### config.mk
export PLATFORM = sky130hd
export DESIGN_NAME = pipelined_adder_flat
export DESIGN_NICKNAME = d
export VERILOG_FILES = /design/src/rtl/pipelined_adder_if.sv /design/src/rtl/pipelined_adder.sv /design/src/flat_wrapper.sv
export SDC_FILE = /design/constraint.sdc
export NUM_CORES = 1
export LEC_CHECK = 0
export CAP_MARGIN = 20
export CORE_MARGIN = 1
export CORE_UTILIZATION = 41
export DETAILED_ROUTE_END_ITERATION = 6
export HOLD_SLACK_MARGIN = 0.05
export PLACE_DENSITY = 0.63
export SYNTH_ARGS = -nofsm -noshare
export SYNTH_HDL_FRONTEND = slang
export SYNTH_SLANG_ARGS = --single-unit
### constraint.sdc
create_clock -name clk -period 6.85 [get_ports clk]
set_clock_uncertainty 0.05 [all_clocks]
set_input_delay 1.37 -clock clk [delete_from_list [all_inputs] [get_ports clk]]
set_output_delay 1.37 -clock clk [all_outputs]
set_load 0.03 [all_outputs]
### src/rtl/pipelined_adder_if.sv
// Operand/result handshake bundle for the pipelined adder/subtractor.
interface pipelined_adder_if #(
  parameter int WIDTH = 32
);
  logic             in_valid;
  logic             in_ready;
  logic [WIDTH-1:0] a;
  logic [WIDTH-1:0] b;
  logic             cin;
  logic             sub;
  logic             out_valid;
  logic             out_ready;
  logic [WIDTH-1:0] s;
  logic             cout;
  logic             ovf;
  logic             zero;

  // Operand issuer / result consumer side.
  modport master (
    output in_valid, a, b, cin, sub, out_ready,
    input  in_ready, out_valid, s, cout, ovf, zero
  );

  // Adder side.
  modport slave (
    input  in_valid, a, b, cin, sub, out_ready,
    output in_ready, out_valid, s, cout, ovf, zero
  );
endinterface

### src/rtl/pipelined_adder.sv
// Carry-segmented pipelined adder/subtractor. Stage k adds segment k
// (bits [k*CW +: CW]) using the carry registered by stage k-1; operands for
// the segments still to come ride along, finished result segments move forward.
// Each stage is a valid/ready slot, so bubbles collapse when the output stalls.
module pipelined_adder #(
  parameter int WIDTH  = 32,
  parameter int STAGES = 4
) (
  input  logic             clk,
  input  logic             reset,   // async, active low
  pipelined_adder_if.slave bus
);
  localparam int CW = WIDTH / STAGES;

  // stage registers
  logic [WIDTH-1:0] r_a   [STAGES];
  logic [WIDTH-1:0] r_b   [STAGES];   // already inverted in sub mode
  logic [WIDTH-1:0] r_s   [STAGES];
  logic             r_c   [STAGES];
  logic [STAGES-1:0] r_vld;
  logic             r_cout, r_ovf, r_zero;

  // stage inputs / combinational results
  logic [WIDTH-1:0]  w_a_in  [STAGES];
  logic [WIDTH-1:0]  w_b_in  [STAGES];
  logic [WIDTH-1:0]  w_s_in  [STAGES];
  logic [WIDTH-1:0]  w_s_nxt [STAGES];
  logic [CW:0]       w_sum   [STAGES];
  logic [STAGES-1:0] w_c_in;
  logic [STAGES-1:0] w_v_in;
  logic [STAGES-1:0] w_c_out;
  logic [STAGES:0]   w_rdy;
  logic              w_ovf;

  assign w_rdy[STAGES] = bus.out_ready;

  for (genvar k = 0; k < STAGES; k++) begin : g_stage
    if (k == 0) begin : g_first
      // Subtract is A + ~B + ~borrow; the inversion happens once, at entry.
      assign w_a_in[k] = bus.a;
      assign w_b_in[k] = bus.sub ? ~bus.b : bus.b;
      assign w_c_in[k] = bus.sub ? ~bus.cin : bus.cin;
      assign w_s_in[k] = '0;
      assign w_v_in[k] = bus.in_valid;
    end else begin : g_next
      assign w_a_in[k] = r_a[k-1];
      assign w_b_in[k] = r_b[k-1];
      assign w_c_in[k] = r_c[k-1];
      assign w_s_in[k] = r_s[k-1];
      assign w_v_in[k] = r_vld[k-1];
    end

    // A slot can take a new op if it is empty or its occupant moves on.
    assign w_rdy[k] = !r_vld[k] || w_rdy[k+1];

    assign w_sum[k] = {1'b0, w_a_in[k][k*CW +: CW]}
                    + {1'b0, w_b_in[k][k*CW +: CW]}
                    + {{CW{1'b0}}, w_c_in[k]};
    assign w_c_out[k] = w_sum[k][CW];
    // Segments at and above k are still zero in the travelling result,
    // so OR-ing the new segment in is enough.
    assign w_s_nxt[k] = w_s_in[k] | (WIDTH'(w_sum[k][CW-1:0]) << (k * CW));
  end

  // Signed overflow: carry into the MSB differs from carry out of it.
  assign w_ovf = w_c_out[STAGES-1]
               ^ (w_a_in[STAGES-1][WIDTH-1] ^ w_b_in[STAGES-1][WIDTH-1]
                  ^ w_s_nxt[STAGES-1][WIDTH-1]);

  // Advance each slot when downstream has room; hold data otherwise.
  always_ff @(posedge clk or negedge reset) begin
    if (!reset) begin
      r_vld  <= '0;
      r_cout <= 1'b0;
      r_ovf  <= 1'b0;
      r_zero <= 1'b0;
      for (int k = 0; k < STAGES; k++) begin
        r_a[k] <= '0;
        r_b[k] <= '0;
        r_s[k] <= '0;
        r_c[k] <= 1'b0;
      end
    end else begin
      for (int k = 0; k < STAGES; k++) begin
        if (w_rdy[k]) r_vld[k] <= w_v_in[k];
        if (w_rdy[k] && w_v_in[k]) begin
          r_a[k] <= w_a_in[k];
          r_b[k] <= w_b_in[k];
          r_s[k] <= w_s_nxt[k];
          r_c[k] <= w_c_out[k];
        end
      end
      if (w_rdy[STAGES-1] && w_v_in[STAGES-1]) begin
        r_cout <= w_c_out[STAGES-1];
        r_ovf  <= w_ovf;
        r_zero <= (w_s_nxt[STAGES-1] == '0);
      end
    end
  end

  assign bus.in_ready  = w_rdy[0];
  assign bus.out_valid = r_vld[STAGES-1];
  assign bus.s         = r_s[STAGES-1];
  assign bus.cout      = r_cout;
  assign bus.ovf       = r_ovf;
  assign bus.zero      = r_zero;
endmodule

### src/flat_wrapper.sv
// flat-port wrapper written by rule: the top's interface ports become plain ports
module pipelined_adder_flat 
#(
  parameter int WIDTH  = 32,
  parameter int STAGES = 4
)
  (clk, reset, bus_in_valid, bus_a, bus_b, bus_cin, bus_sub, bus_out_ready, bus_in_ready, bus_out_valid, bus_s, bus_cout, bus_ovf, bus_zero);
  pipelined_adder_if #(.WIDTH(WIDTH)) bus_i ();
  input  logic clk;
  input  logic reset;
  input wire logic [$bits(bus_i.in_valid)-1:0] bus_in_valid;
  input wire logic [$bits(bus_i.a)-1:0] bus_a;
  input wire logic [$bits(bus_i.b)-1:0] bus_b;
  input wire logic [$bits(bus_i.cin)-1:0] bus_cin;
  input wire logic [$bits(bus_i.sub)-1:0] bus_sub;
  input wire logic [$bits(bus_i.out_ready)-1:0] bus_out_ready;
  output wire logic [$bits(bus_i.in_ready)-1:0] bus_in_ready;
  output wire logic [$bits(bus_i.out_valid)-1:0] bus_out_valid;
  output wire logic [$bits(bus_i.s)-1:0] bus_s;
  output wire logic [$bits(bus_i.cout)-1:0] bus_cout;
  output wire logic [$bits(bus_i.ovf)-1:0] bus_ovf;
  output wire logic [$bits(bus_i.zero)-1:0] bus_zero;
  assign bus_i.in_valid = bus_in_valid;
  assign bus_i.a = bus_a;
  assign bus_i.b = bus_b;
  assign bus_i.cin = bus_cin;
  assign bus_i.sub = bus_sub;
  assign bus_i.out_ready = bus_out_ready;
  assign bus_in_ready = bus_i.in_ready;
  assign bus_out_valid = bus_i.out_valid;
  assign bus_s = bus_i.s;
  assign bus_cout = bus_i.cout;
  assign bus_ovf = bus_i.ovf;
  assign bus_zero = bus_i.zero;
  pipelined_adder #(.WIDTH(WIDTH), .STAGES(STAGES)) u_core (.clk(clk), .reset(reset), .bus(bus_i));
endmodule
==> run metrics <==
most frequent CP cell=clkdlybuf4s50_1; largest net degree at the start of global routing=115; Req. time, crit path=5.43 ns; vias in the first global route=5373; max-cap violations=0; DR vias=5119; unrepaired setup endpoints after global routing=false; share of cells above drive strength 1=22.4%; WL per Instance=15.3 µm; Clk Latency, worst-skew pair=0.43 ns; Slew Viols, Final=0; diodes inserted=0; Cells after Synth=690; hold path startpoint=u_core.r_b[116]; fmax=226 MHz; post-CTS resize count=0; Crit path buffers/inverters=3; Synth Cell Area=8620 µm²; cell type with the largest total area after synthesis=dfrtp_1; Leak=4.47 nW; CP max FO=3; fin crit period=4.42 ns; setup bufs post-CTS=0; worst slew pin tran=0.989 ns; Crit path largest cell delay=0.70 ns; Setup TNS=0 ns; commonest non-fill, non-tap cell in the layout=dfrtp_1; HPWL after DPL=11200 µm; P_sw=0.00141 W; initial core utilization=42.2%; number of routed nets with antenna violations=0; WS Path Type=input port to output port; Iter 0 DRT Violations=206; post-synthesis async set-or-reset flop share=100%; DRC violations left=0; most frequent cells in the layout=186 x dfrtp_1, 127 x mux2_2, 104 x clkdlybuf4s50_1, 58 x nand2_1, 51 x o21ai_0; Die Y=147 µm; # rows=52; top cell type's share of synthesized area=54.0%; initial antenna violation count=0; Synth cell types=44; setup violators final=0; Core ar.=20400 µm²; Max-slew headroom=33.8%; crit-path leading delay family=buffers and inverters; crit path DAT=3.00 ns; Sw Share=33.4%; gr usage total=15.8%; syn avg cell area=12.5 µm²; Tot Pwr=0.00422 W; clock power share=22.6%; Reg power frac=41.0%; Hold Vio Cnt, Final=0; Root Buffer=clkbuf_16; Post-Route WL=16000 µm; Buffers on Ports=106; Max clock buf depth=2; Final #Nets=868; synthesis-to-layout area growth=19.6%; reg-to-reg critical path startpoint=u_core.r_c[1]; worst min-delay path category=flop to flop; Die Area=21600 µm²; first-pass GRT wire length=26700 µm; sequential share of the synthesized area=54.0%; Clock transition at path regs=0.07 ns; Power Density=409 nW/µm²; final instance area=10300 µm²; Post-synth EDFFs=0; syn_nets=796; status=finished clean; VDD IR max=0.201 mV; total grt overflow=0; Num CTS Buffers=17; Int Pwr=0.00281 W; top post-synthesis cells by area=dfrtp_1 54%, mux2_2 17%, ha_1 4.1%; Combinational Power Share=36.4%; crit end category=output port; # clock sinks=186; RD Place Congestion=0.816; hold-fix buffer count after cts=0; Die Wd=147 µm; Setup crit start kind=input port; num ports=107; crit-path cells=clkdlybuf4s50_1 > nand4b_1 > inv_1 > nand2_1 > clkdlybuf4s50_1; period utilization=64.5%; DP Area=9690 µm²; flop and latch count out of synthesis=186; CTS tree=built; Via density=4.91; synth warn=0; Final Core Density=50.5%; ys flop type=dfrtp_1; CP Launch Point=bus_out_ready; slowest CP cell=clkdlybuf4s50_1; DRT Pass-1 Iters=4; htree depth=4
[worst register-to-register path, delay by kind of cell, from the launching register on]
| family | cells | cell delay [ns] |
|---|---|---|
| flip-flops | 1 | 0.40 |
| adder cells (fa/ha/maj) | 2 | 0.99 |
| AND/OR/NAND/NOR | 5 | 1.23 |
| AO/OA/AOI/OAI | 1 | 0.20 |
[final timing paths]
kind                            depth (start not counted)  slack (ns)               to
worst max-delay path                                    5        2.43     bus_in_ready
worst min-delay path                                    2        0.43  u_core.r_b[116]
worst max register to register                          8        3.88  u_core.bus.zero
worst min register to register                          2        0.43  u_core.r_b[116]
max in group asynchronous                               3        4.46  u_core.r_a[127]
min in group asynchronous                               1        0.70  u_core.r_a[115]
[power groups by stage]
stage	clock, W	combinational (W)	sequential [W]
after floorplan	0	0.00122	0.00166
after global placement	0	0.00149	0.00174
after detailed placement	0	0.00153	0.00176
after CTS	0.000977	0.00154	0.00174
after global routing	0.00102	0.00168	0.00178
final	0.000952	0.00153	0.00173
[metrics by stage]
stage / std cells / setup slack (ns) / hold WS [ns]
2_1_floorplan: 690 / 3.00 / 0.395
3_3_place_gp: 1011 / 2.42 / 0.410
3_5_place_dp: 1011 / 2.43 / 0.421
4_1_cts: 1040 / 2.42 / 0.435
5_1_grt: 1042 / 2.37 / 0.459
6_report: 1042 / 2.43 / 0.428
[flip-flops by register name (all words and copies together) (netlist names)]
register and cells:
u_core.r_s 48, u_core.r_a 48, u_core.bus.ovf 1, u_core.r_b 48, u_core.bus.zero 1, u_core.bus.s 32
u_core.bus.cout 1, u_core.r_vld 4, u_core.r_c 3
[metal layers]
metal	up-vias	routed length [µm]	track usage, %	part of all wire (%)
li1	2486	-	-	-
met1	2526	7450	20.8	47
met2	92	7760	26.1	49
met3	15	576	3.70	3.6
met4	0	191	4.79	1.2
met5	-	0	0	0
[cell families after synthesis]
kind of cell,count (synthesis),share of synthesized area [%]
compound gates,100,7.09
xor+xnor,51,5.18
fa+ha+maj,36,5.93
buf+inv,76,4.98
flops,186,54.0
mux,128,16.7
simple gates,113,6.08
[cell usage after synthesis (all sizes together) (2+ instances only)]
library cell  number
dfrtp            186
mux2             127
nand2             61
buf               53
o21ai             51
xnor2             34
ha                28
xor2              17
inv               16
nor2              14
a21oi             13
nor3              10
o21a               9
fa                 8
nand2b             8
o31ai              8
clkbuf             7
nor4               6
a21o               5
a211oi             3
nor2b              3
a21boi             2
nand4              2
o211a              2
o21bai             2
or3                2
[layout make-up]
type	count	area, µm²
timing repair buffer	113	1150
multi-input combinational	428	3540
clock buffer	21	470
tap	270	338
fill	1810	10100
inverter	16	60.1
clock inverter	8	96.3
sequential	186	4650
Note: power is estimated with default switching activity, not from simulation.
